==> src/rtl/chess_pkg.sv <==
// Shared definitions for the chess clock time source: time width,
// mm:ss limits and the turn-control state encoding.
package chess_pkg;

   localparam int TIME_W  = 6;
   localparam int SEC_MAX = 59;
   localparam int MIN_MAX = 59;

   typedef logic [TIME_W-1:0] time_t;

   typedef enum logic [2:0] {
      IDLE,
      RUN_P1,
      RUN_P2,
      PAUSED,
      TIMEOUT
   } state_t;

endpackage

==> src/rtl/mmss_down.sv <==
// One player's mm:ss down-counter. Decrements by one second per dec pulse,
// borrowing a minute when seconds run out, and saturates at 00:00.
module mmss_down
   import chess_pkg::*;
#(
   parameter int RST_MIN = 5,
   parameter int RST_SEG = 0
) (
   input  logic  clk,
   input  logic  rst_n,
   input  logic  load,
   input  time_t init_min,
   input  time_t init_seg,
   input  logic  dec,
   output time_t min,
   output time_t seg,
   output logic  zero
);

   time_t min_reg, min_next;
   time_t seg_reg, seg_next;

   // Next value: load wins, otherwise borrow-style decrement that never wraps
   always_comb begin
      min_next = min_reg;
      seg_next = seg_reg;
      if (load) begin
         min_next = init_min;
         seg_next = init_seg;
      end else if (dec && !zero) begin
         if (seg_reg != '0) begin
            seg_next = seg_reg - 1'b1;
         end else begin
            min_next = min_reg - 1'b1;
            seg_next = time_t'(SEC_MAX);
         end
      end
   end

   // Time registers, reset straight to the configured starting time
   always_ff @(posedge clk or negedge rst_n) begin
      if (!rst_n) begin
         min_reg <= time_t'(RST_MIN);
         seg_reg <= time_t'(RST_SEG);
      end else begin
         min_reg <= min_next;
         seg_reg <= seg_next;
      end
   end

   assign min  = min_reg;
   assign seg  = seg_reg;
   assign zero = (min_reg == '0) && (seg_reg == '0);

endmodule

==> src/rtl/chess_time_counter.sv <==
// Chess clock time source: two mm:ss counters, a one-second prescaler that
// runs only while a player is on the clock, and the turn-control FSM.
module chess_time_counter
   import chess_pkg::*;
#(
   parameter int TICK_DIV = 100_000_000,
   parameter int INIT_MIN = 5,
   parameter int INIT_SEG = 0
) (
   input  logic              clk,
   input  logic              rst_n,
   input  logic              load,
   input  logic              start,
   input  logic              pause,
   input  logic              btn1,
   input  logic              btn2,
   output logic [TIME_W-1:0] min1,
   output logic [TIME_W-1:0] seg1,
   output logic [TIME_W-1:0] min2,
   output logic [TIME_W-1:0] seg2,
   output logic              active,
   output logic              running,
   output logic              timeout1,
   output logic              timeout2
);

   localparam int PRESC_W = (TICK_DIV > 1) ? $clog2(TICK_DIV) : 1;
   localparam logic [PRESC_W-1:0] PRESC_LAST = PRESC_W'(TICK_DIV - 1);
   // Out-of-range start times are clamped so the display never sees >59
   localparam time_t LOAD_MIN = time_t'((INIT_MIN > MIN_MAX) ? MIN_MAX : INIT_MIN);
   localparam time_t LOAD_SEG = time_t'((INIT_SEG > SEC_MAX) ? SEC_MAX : INIT_SEG);

   // Control inputs packed as {load, pause, start, btn2, btn1}
   logic [4:0] ctrl_in, ctrl_prev_reg, ctrl_edge;
   logic       load_e, pause_e, start_e;
   logic [1:0] btn_e_vec;

   state_t               state_reg, state_next;
   logic                 active_reg, active_next;
   logic [1:0]           timeout_reg, timeout_next;
   logic [PRESC_W-1:0]   presc_reg, presc_next;

   logic       running_w, tick, cur;
   logic [1:0] dec_vec, zero_vec, expiring_vec;
   time_t      min_arr [2];
   time_t      seg_arr [2];

   assign ctrl_in   = {load, pause, start, btn2, btn1};
   assign ctrl_edge = ctrl_in & ~ctrl_prev_reg;
   assign load_e    = ctrl_edge[4];
   assign pause_e   = ctrl_edge[3];
   assign start_e   = ctrl_edge[2];
   assign btn_e_vec = ctrl_edge[1:0];

   assign running_w = (state_reg == RUN_P1) || (state_reg == RUN_P2);
   assign tick      = running_w && (presc_reg == PRESC_LAST);
   // Index of the player on the clock: 0 = player 1, 1 = player 2
   assign cur       = (state_reg == RUN_P2);

   genvar gi;
   generate
      for (gi = 0; gi < 2; gi++) begin : g_player
         mmss_down #(
            .RST_MIN (int'(LOAD_MIN)),
            .RST_SEG (int'(LOAD_SEG))
         ) u_mmss (
            .clk      (clk),
            .rst_n    (rst_n),
            .load     (load_e),
            .init_min (LOAD_MIN),
            .init_seg (LOAD_SEG),
            .dec      (dec_vec[gi]),
            .min      (min_arr[gi]),
            .seg      (seg_arr[gi]),
            .zero     (zero_vec[gi])
         );
         // The coming decrement lands on 00:00 (or we are already there)
         assign expiring_vec[gi] = zero_vec[gi] ||
                                   ((min_arr[gi] == '0) && (seg_arr[gi] == time_t'(1)));
      end
   endgenerate

   // Turn control, prescaler and decrement requests; load outranks everything
   always_comb begin
      state_next   = state_reg;
      active_next  = active_reg;
      timeout_next = timeout_reg;
      presc_next   = '0;
      dec_vec      = '0;
      if (load_e) begin
         state_next   = IDLE;
         active_next  = 1'b1;
         timeout_next = '0;
      end else begin
         case (state_reg)
            IDLE: begin
               if (start_e) state_next = RUN_P1;
            end
            PAUSED: begin
               if (start_e) state_next = active_reg ? RUN_P1 : RUN_P2;
            end
            RUN_P1, RUN_P2: begin
               // Pause freezes the clock outright, including a coincident tick
               if (pause_e) begin
                  state_next = PAUSED;
               end else begin
                  presc_next   = tick ? '0 : presc_reg + 1'b1;
                  dec_vec[cur] = tick;
                  if (tick && expiring_vec[cur]) begin
                     state_next        = TIMEOUT;
                     timeout_next[cur] = 1'b1;
                  end else if (btn_e_vec[cur]) begin
                     state_next  = (state_reg == RUN_P1) ? RUN_P2 : RUN_P1;
                     active_next = ~active_reg;
                     presc_next  = '0;
                  end
               end
            end
            default: ;
         endcase
      end
   end

   // State, flags, prescaler and edge-detect history
   always_ff @(posedge clk or negedge rst_n) begin
      if (!rst_n) begin
         state_reg     <= IDLE;
         active_reg    <= 1'b1;
         timeout_reg   <= '0;
         presc_reg     <= '0;
         ctrl_prev_reg <= '0;
      end else begin
         state_reg     <= state_next;
         active_reg    <= active_next;
         timeout_reg   <= timeout_next;
         presc_reg     <= presc_next;
         ctrl_prev_reg <= ctrl_in;
      end
   end

   assign min1     = min_arr[0];
   assign seg1     = seg_arr[0];
   assign min2     = min_arr[1];
   assign seg2     = seg_arr[1];
   assign active   = active_reg;
   assign running  = running_w;
   assign timeout1 = timeout_reg[0];
   assign timeout2 = timeout_reg[1];

endmodule

==> config.mk <==
export PLATFORM = sky130hd
export DESIGN_NAME = chess_time_counter
export DESIGN_NICKNAME = d
export VERILOG_FILES = /design/src/rtl/chess_pkg.sv /design/src/rtl/mmss_down.sv /design/src/rtl/chess_time_counter.sv
export SDC_FILE = /design/constraint.sdc
export NUM_CORES = 1
export LEC_CHECK = 0
export BUFFER_PORTS_ARGS = -buffer_cell sky130_fd_sc_hd__buf_4
export CAP_MARGIN = 0
export CORE_MARGIN = 3
export CORE_UTILIZATION = 55
export DETAILED_ROUTE_END_ITERATION = 8
export MAX_ROUTING_LAYER = met4
export PLACE_DENSITY_LB_ADDON = 0.25
export RECOVER_POWER = 25
export SLEW_MARGIN = 10
export SYNTH_ARGS = -nofsm -noshare
export SYNTH_HDL_FRONTEND = slang
export SYNTH_HIERARCHICAL = 1
export SYNTH_SLANG_ARGS = --single-unit
==> constraint.sdc <==
create_clock -name clk -period 4.2 [get_ports clk]
set_clock_uncertainty 0.05 [all_clocks]
set_input_delay 0.21 -clock clk [delete_from_list [all_inputs] [get_ports clk]]
set_output_delay 0.21 -clock clk [all_outputs]
set_load 0.05 [all_outputs]
## After elaboration in Yosys (flattened, before gate mapping)

Cells that the tools add are included.
W data, S select, Z words.

| storage, ports and cells | value |
|---|---|
| bits in registers | 62 |
| bits of input ports | 7 |

| cells by class | value |
|---|---|
| add/subtract/negate cells | 5 |
| $lt $le $gt $ge | 2 |
| eq/ne operators | 13 |
| muxes and demuxes | 45 |
| bitwise gates (word level) | 5 |
| reduce and logical (&&, ||, !) cells | 33 |

Operator list:

| cell | count |
|---|---|
| $mux W27 | 6 |
| $mux W6 | 12 |
| $add A27 B1 Y27 const B | 1 |
| $eq A27 B27 Y1 const B | 1 |
| $logic_not A6 Y1 | 4 |
| $sub A6 B1 Y6 const B | 4 |
| $mux W2 | 9 |
| $mux W3 | 6 |
| $eq A6 B1 Y1 const B | 2 |
| $reduce_bool A6 Y1 | 2 |
| $mux W1 | 10 |
| $reduce_bool A2 Y1 | 5 |
| $logic_and A1 B1 Y1 | 9 |
| $pmux W3 S3 | 1 |
| $reduce_and A4 Y1 | 2 |
| $eq A3 B2 Y1 const B | 2 |
| $ne A2 B2 Y1 const B | 3 |
| $ne A3 B3 Y1 const B | 2 |
| $and A5 B5 Y5 | 1 |
| $ne A5 B5 Y1 const B | 1 |
| $not A5 Y5 | 1 |
| $reduce_and A2 Y1 | 2 |
| $reduce_bool A4 Y1 | 1 |
| $eq A3 B1 Y1 const B | 1 |
| other kinds (12) | 15 |

## Longest topological paths before layout

| depth | value |
|---|---|
| depth after elaboration | 12 |
| depth in mapped cells | 10 |
| mapped depth without buffers | 10 |

## Cells and area by module

The synthesis kept the hierarchy.

Modules (own cells, without submodules):

| module | times used | cells an instance | area each (um^2) | sequential area each (um^2) |
|---|---|---|---|---|
| chess_time_counter | 1 | 200 | 1943.1 | 952.2 |
| mmss_down | 2 | 91 | 839.6 | 302.8 |

## Worst setup path after synthesis

Ideal clock, no wire load.

| timing path | value |
|---|---|
| path type | flip-flop to flip-flop |
| start point | register presc_reg[19] |
| end point | register g_player[0].u_mmss.min_reg[4] |
| library setup time | 0.132 ns |
| arrival time | 3.189 ns |
| path slack | 0.829 ns |
| stages on the path, launching flop included | 10 |
| clock period less this slack | 3.371 ns |
| cell sequence | dfrtp_1 -> or4b_1 -> or4_4 -> or3_4 -> nor3_1 -> buf_4 -> or4b_4 -> a2111oi_4 -> xnor2_1 -> o21ai_1 |

| on the way | value |
|---|---|
| word-level cells in the longest chain between the ends | 9 |

RTL lines:

| item | line | RTL |
|---|---|---|
| start, declared | chess_time_counter.sv:41 | `logic [PRESC_W-1:0] presc_reg, presc_next;` |
| start signal, assigned | chess_time_counter.sv:136 | `presc_reg <= presc_next;` |
| $eq A27 B27 Y1 | chess_time_counter.sv:56 | `assign tick = running_w && (presc_reg == PRESC_LAST);` |
| $logic_and A1 B1 Y1 | chess_time_counter.sv:56 |  |
| $and A2 B2 Y2 (no line) | n/a |  |
| $mux W2 | chess_time_counter.sv:104 | `if (pause_e) begin` |
| $mux W2 | chess_time_counter.sv:95 | `case (state_reg)` |
| $mux W2 | chess_time_counter.sv:90 | `if (load_e) begin` |
| net dec_vec[0] | chess_time_counter.sv:44 | `logic [1:0] dec_vec, zero_vec, expiring_vec;` |
| $logic_and A1 B1 Y1 | mmss_down.sv:30 | `end else if (dec && !zero) begin` |
| $reduce_bool A2 Y1 (no line) | n/a |  |
| $reduce_and A2 Y1 (no line) | n/a |  |
| end signal, assigned | mmss_down.sv:43 | `min_reg <= time_t'(RST_MIN);` |
| end signal, assigned | mmss_down.sv:46 | `min_reg <= min_next;` |
| end, declared | mmss_down.sv:20 | `time_t min_reg, min_next;` |

The timed path passes the listed nets, and every way through them passes these cells.
A chain may end at the register's enable or synchronous reset.

## Worst setup path after layout

| timing path | value |
|---|---|
| start point | register presc_reg[19] |
| end point | register g_player[1].u_mmss.min_reg[3] |

| on the way | value |
|---|---|
| word-level cells in the longest chain between the ends | 9 |

RTL lines:

| item | line |
|---|---|
| $eq A27 B27 Y1 | chess_time_counter.sv:56 |
| $logic_and A1 B1 Y1 | chess_time_counter.sv:56 |
| $and A2 B2 Y2 (no line) | n/a |
| $mux W2 | chess_time_counter.sv:104 |
| $mux W2 | chess_time_counter.sv:95 |
| $mux W2 | chess_time_counter.sv:90 |
| net dec_vec[1] | chess_time_counter.sv:44 |
| $logic_and A1 B1 Y1 | mmss_down.sv:30 |
| $reduce_bool A2 Y1 (no line) | n/a |
| $reduce_and A2 Y1 (no line) | n/a |
| end signal, assigned | mmss_down.sv:43 |
| end signal, assigned | mmss_down.sv:46 |
| end, declared | mmss_down.sv:20 |

The timed path passes the listed nets, and every way through them passes these cells.

==> reports/qor.json <==
{
  "routing": {
    "totalWireLength_mm": 7.88,
    "wire_per_inst_um": 14.9,
    "drc": 0,
    "via_density": 5.76,
    "detailedRoute.firstIterationViolations": 240,
    "drt.antenna.violating_nets": 0,
    "via_total_after_detailed_routing": 3041,
    "drt_first_pass_iters": 4
  },
  "pwr": {
    "ir_worst_vdd_mv": 0.373,
    "power-per-cell-area_nw_per_um2": 445,
    "p_leak_nw": 1.76
  },
  "setup_path": {
    "setup.reg_to_reg.worst_slack_ns": 0.51,
    "worstPathMaxFanout": 6,
    "worst-setup-path-type": "flop to flop",
    "critical_path.startpoint_type": "flop",
    "critical_path_required_ns": 4.38,
    "critical_path_arrival_ns": 3.87,
    "critical_path.endpoint_type": "flop"
  },
  "global_route": {
    "number_of_global_route_vias_before_repair": 2956,
    "grt_pass1_wl_mm": 13.3,
    "grt_start_max_net_pins": 63,
    "antenna_found_initial": 0,
    "gr-usage-all-layers_pct": 22.8,
    "gr-total-overflow": 0
  },
  "hold_path": {
    "hp-class": "flop to flop"
  },
  "place": {
    "final_gp_congestion": 0.894,
    "postPlaceCellArea_um2": 4030,
    "place_ws_ns": 0.560,
    "dpl_wire_length_mm": 5.36,
    "dp.cells": 506,
    "portBuffers": 34
  },
  "synth": {
    "post_synth_inst_count": 382,
    "synth-async-reset-ratio_pct": 100,
    "post_synth_edffs": 0,
    "synthDominantCellAreaShare_pct": 39.4,
    "synth-seq-area-share_pct": 43.0,
    "synth-seq-cells": 62,
    "mappedNetlistArea_um2": 3620,
    "synth_top_cells_by_area": "dfrtp_1 39%, xnor2_1 5.8%, nor2_1 4.2%",
    "yosysWarningCount": 6,
    "post-synth-top-area-cell": "dfrtp_1",
    "post_synth.cell_area_avg_um2": 9.48,
    "synth-main-ff-cell": "dfrtp_1",
    "yosysUniqueCellTypes": 56
  },
  "floorplan": {
    "floorplan.initialDensity_pct": 59.1,
    "num_rows": 28,
    "die_height_um": 87.2,
    "floorplan.die.width_um": 87.2,
    "die_area_um2": 7600,
    "fp.coreArea_um2": 6130,
    "boundaryPins": 35
  },
  "status": {
    "run_status": "finished, violations left",
    "failed_checks": "capacitance limit, slew limit"
  },
  "clock_tree": {
    "cts_buffers": 9,
    "worstSkewPairLatency_ns": 0.35,
    "cts_htree_levels": 3,
    "clock_root_buffer": "clkbuf_8",
    "postCtsResizedCells": 0,
    "cts.reportedPaths.clkPinSlew_ns": 0.07,
    "clock_sinks": 62,
    "ctsLongestPathBuffers": 2,
    "cts_setup_buffers": 0,
    "cts-hold-fix-buffers": 6,
    "clock_tree_from_tritoncts": "built"
  },
  "final_layout": {
    "post_route_cells_drive_above_1_share_pct": 18.8,
    "fin_cells": 528,
    "insertedDiodeCount": 0,
    "nets": 464,
    "synthToLayoutAreaGrowth_pct": 18.8,
    "largest_register_ff_count": 27,
    "fin_area_um2": 4300,
    "layout_commonest_cell": "dfrtp_1",
    "most-common-layout-cells": "57 x dfrtp_1, 41 x nor2_1, 32 x nand2_1, 30 x buf_4"
  },
  "timing": {
    "max_slew_headroom_pct": -2.49,
    "setup_violators_final": 0,
    "max_freq_mhz": 271,
    "hold-worst-slack_ns": 0.454,
    "final_critical_path_setup_slack_ns": 0.511,
    "finalWorstPathRequiredPeriod_ns": 3.69,
    "period_utilisation_layout_pct": 87.8,
    "final-max-slew-violation-count": 63,
    "unrepaired_setup_endpoints_after_global_routing": "false",
    "fin_setup_tns_ns": 0,
    "tightest_slew_ns": 1.54,
    "final-hold-violation-count": 0
  },
  "flow_run": {
    "cap_viol_max_count": 1
  }
}
## cell families (layout without fill, tap and decap cells)
group,count (synthesis),count (layout),share of synthesized area (%)
AND/OR/NAND/NOR,171,171,26.4
AO/OA/AOI/OAI,68,68,13.6
flip-flops,62,62,43.0
XOR/XNOR,34,34,8.22
buffers and inverters,29,78,3.32
adder cells (fa/ha/maj),9,9,3.11
multiplexers,7,7,2.14
other,2,24,0.207
## area by class of cell
type | instances | area (um^2)
clock inverter | 5 | 82.6
timing repair buffer | 43 | 328
inverter | 19 | 71.3
sequential | 62 | 1560
multi-input combinational | 313 | 2030
tap | 75 | 93.8
clock buffer | 11 | 141
fill | 493 | 1830
## critical path: stages (launching register included)
cell	delay [ns]
dfrtp_1	0.44
or4b_1	0.57
or4_4	0.58
or3_4	0.44
nor3_1	0.28
nor4b_2	0.55
o2111ai_1	0.24
xnor2_1	0.17
mux2_2	0.26
## synth_stat cells, types with 3 or more instances
library cell  number
xor2_1            10
a31o_2             4
ha_1               9
nand3b_1           3
clkbuf_1           5
nand2b_1           5
nor4_1             8
nor2b_1            4
inv_1             19
or3_1              5
nor3_1            14
nor2_1            41
nor4b_1            5
a21oi_1           16
or3b_2             3
o21ai_0           15
mux2_2             6
buf_2              3
nand2_1           32
o211ai_1           3
nand3_1           18
dfrtp_1           57
a211oi_1           5
and3_1             4
dfstp_2            5
nand4_1           10
xnor2_1           24
## report_power, final
part           leakage (nW)  internal, mW  total [mW]  switching [mW]
logic                 0.850         0.200       0.580           0.380
clock network         0.113         0.351       0.590           0.239
registers             0.801         0.656       0.745          0.0892
total                  1.76          1.21        1.92           0.708
## worst paths after layout
check / to / depth (start not counted) / from
max: g_player[1].u_mmss/min[3] / 8 / presc_reg[19]
min: presc_reg[0] / 1 / presc_reg[0]
max reg2reg: g_player[1].u_mmss/min[3] / 8 / presc_reg[19]
min reg2reg: presc_reg[0] / 1 / presc_reg[0]
max in group asynchronous: g_player[0].u_mmss/min[1] / 2 / rst_n
min in group asynchronous: g_player[1].u_mmss/seg[5] / 2 / rst_n
## stage by stage
step                power (mW)  util (%)
floorplan                 1.17         -
global placement          1.31      65.7
detailed placement        1.32      65.7
CTS                       1.92      70.3
global route              2.00      70.2
finish                    1.92      70.2
## layer usage
metal  vias to the layer above  routed length, um  track usage [%]
met5                         -                  0                -
met4                         0                144             9.90
met3                        11                305             2.93
met2                        77               3710             35.5
met1                      1466               3710             30.0
li1                       1487                  -                -
Power figures use the tool's default switching activity.
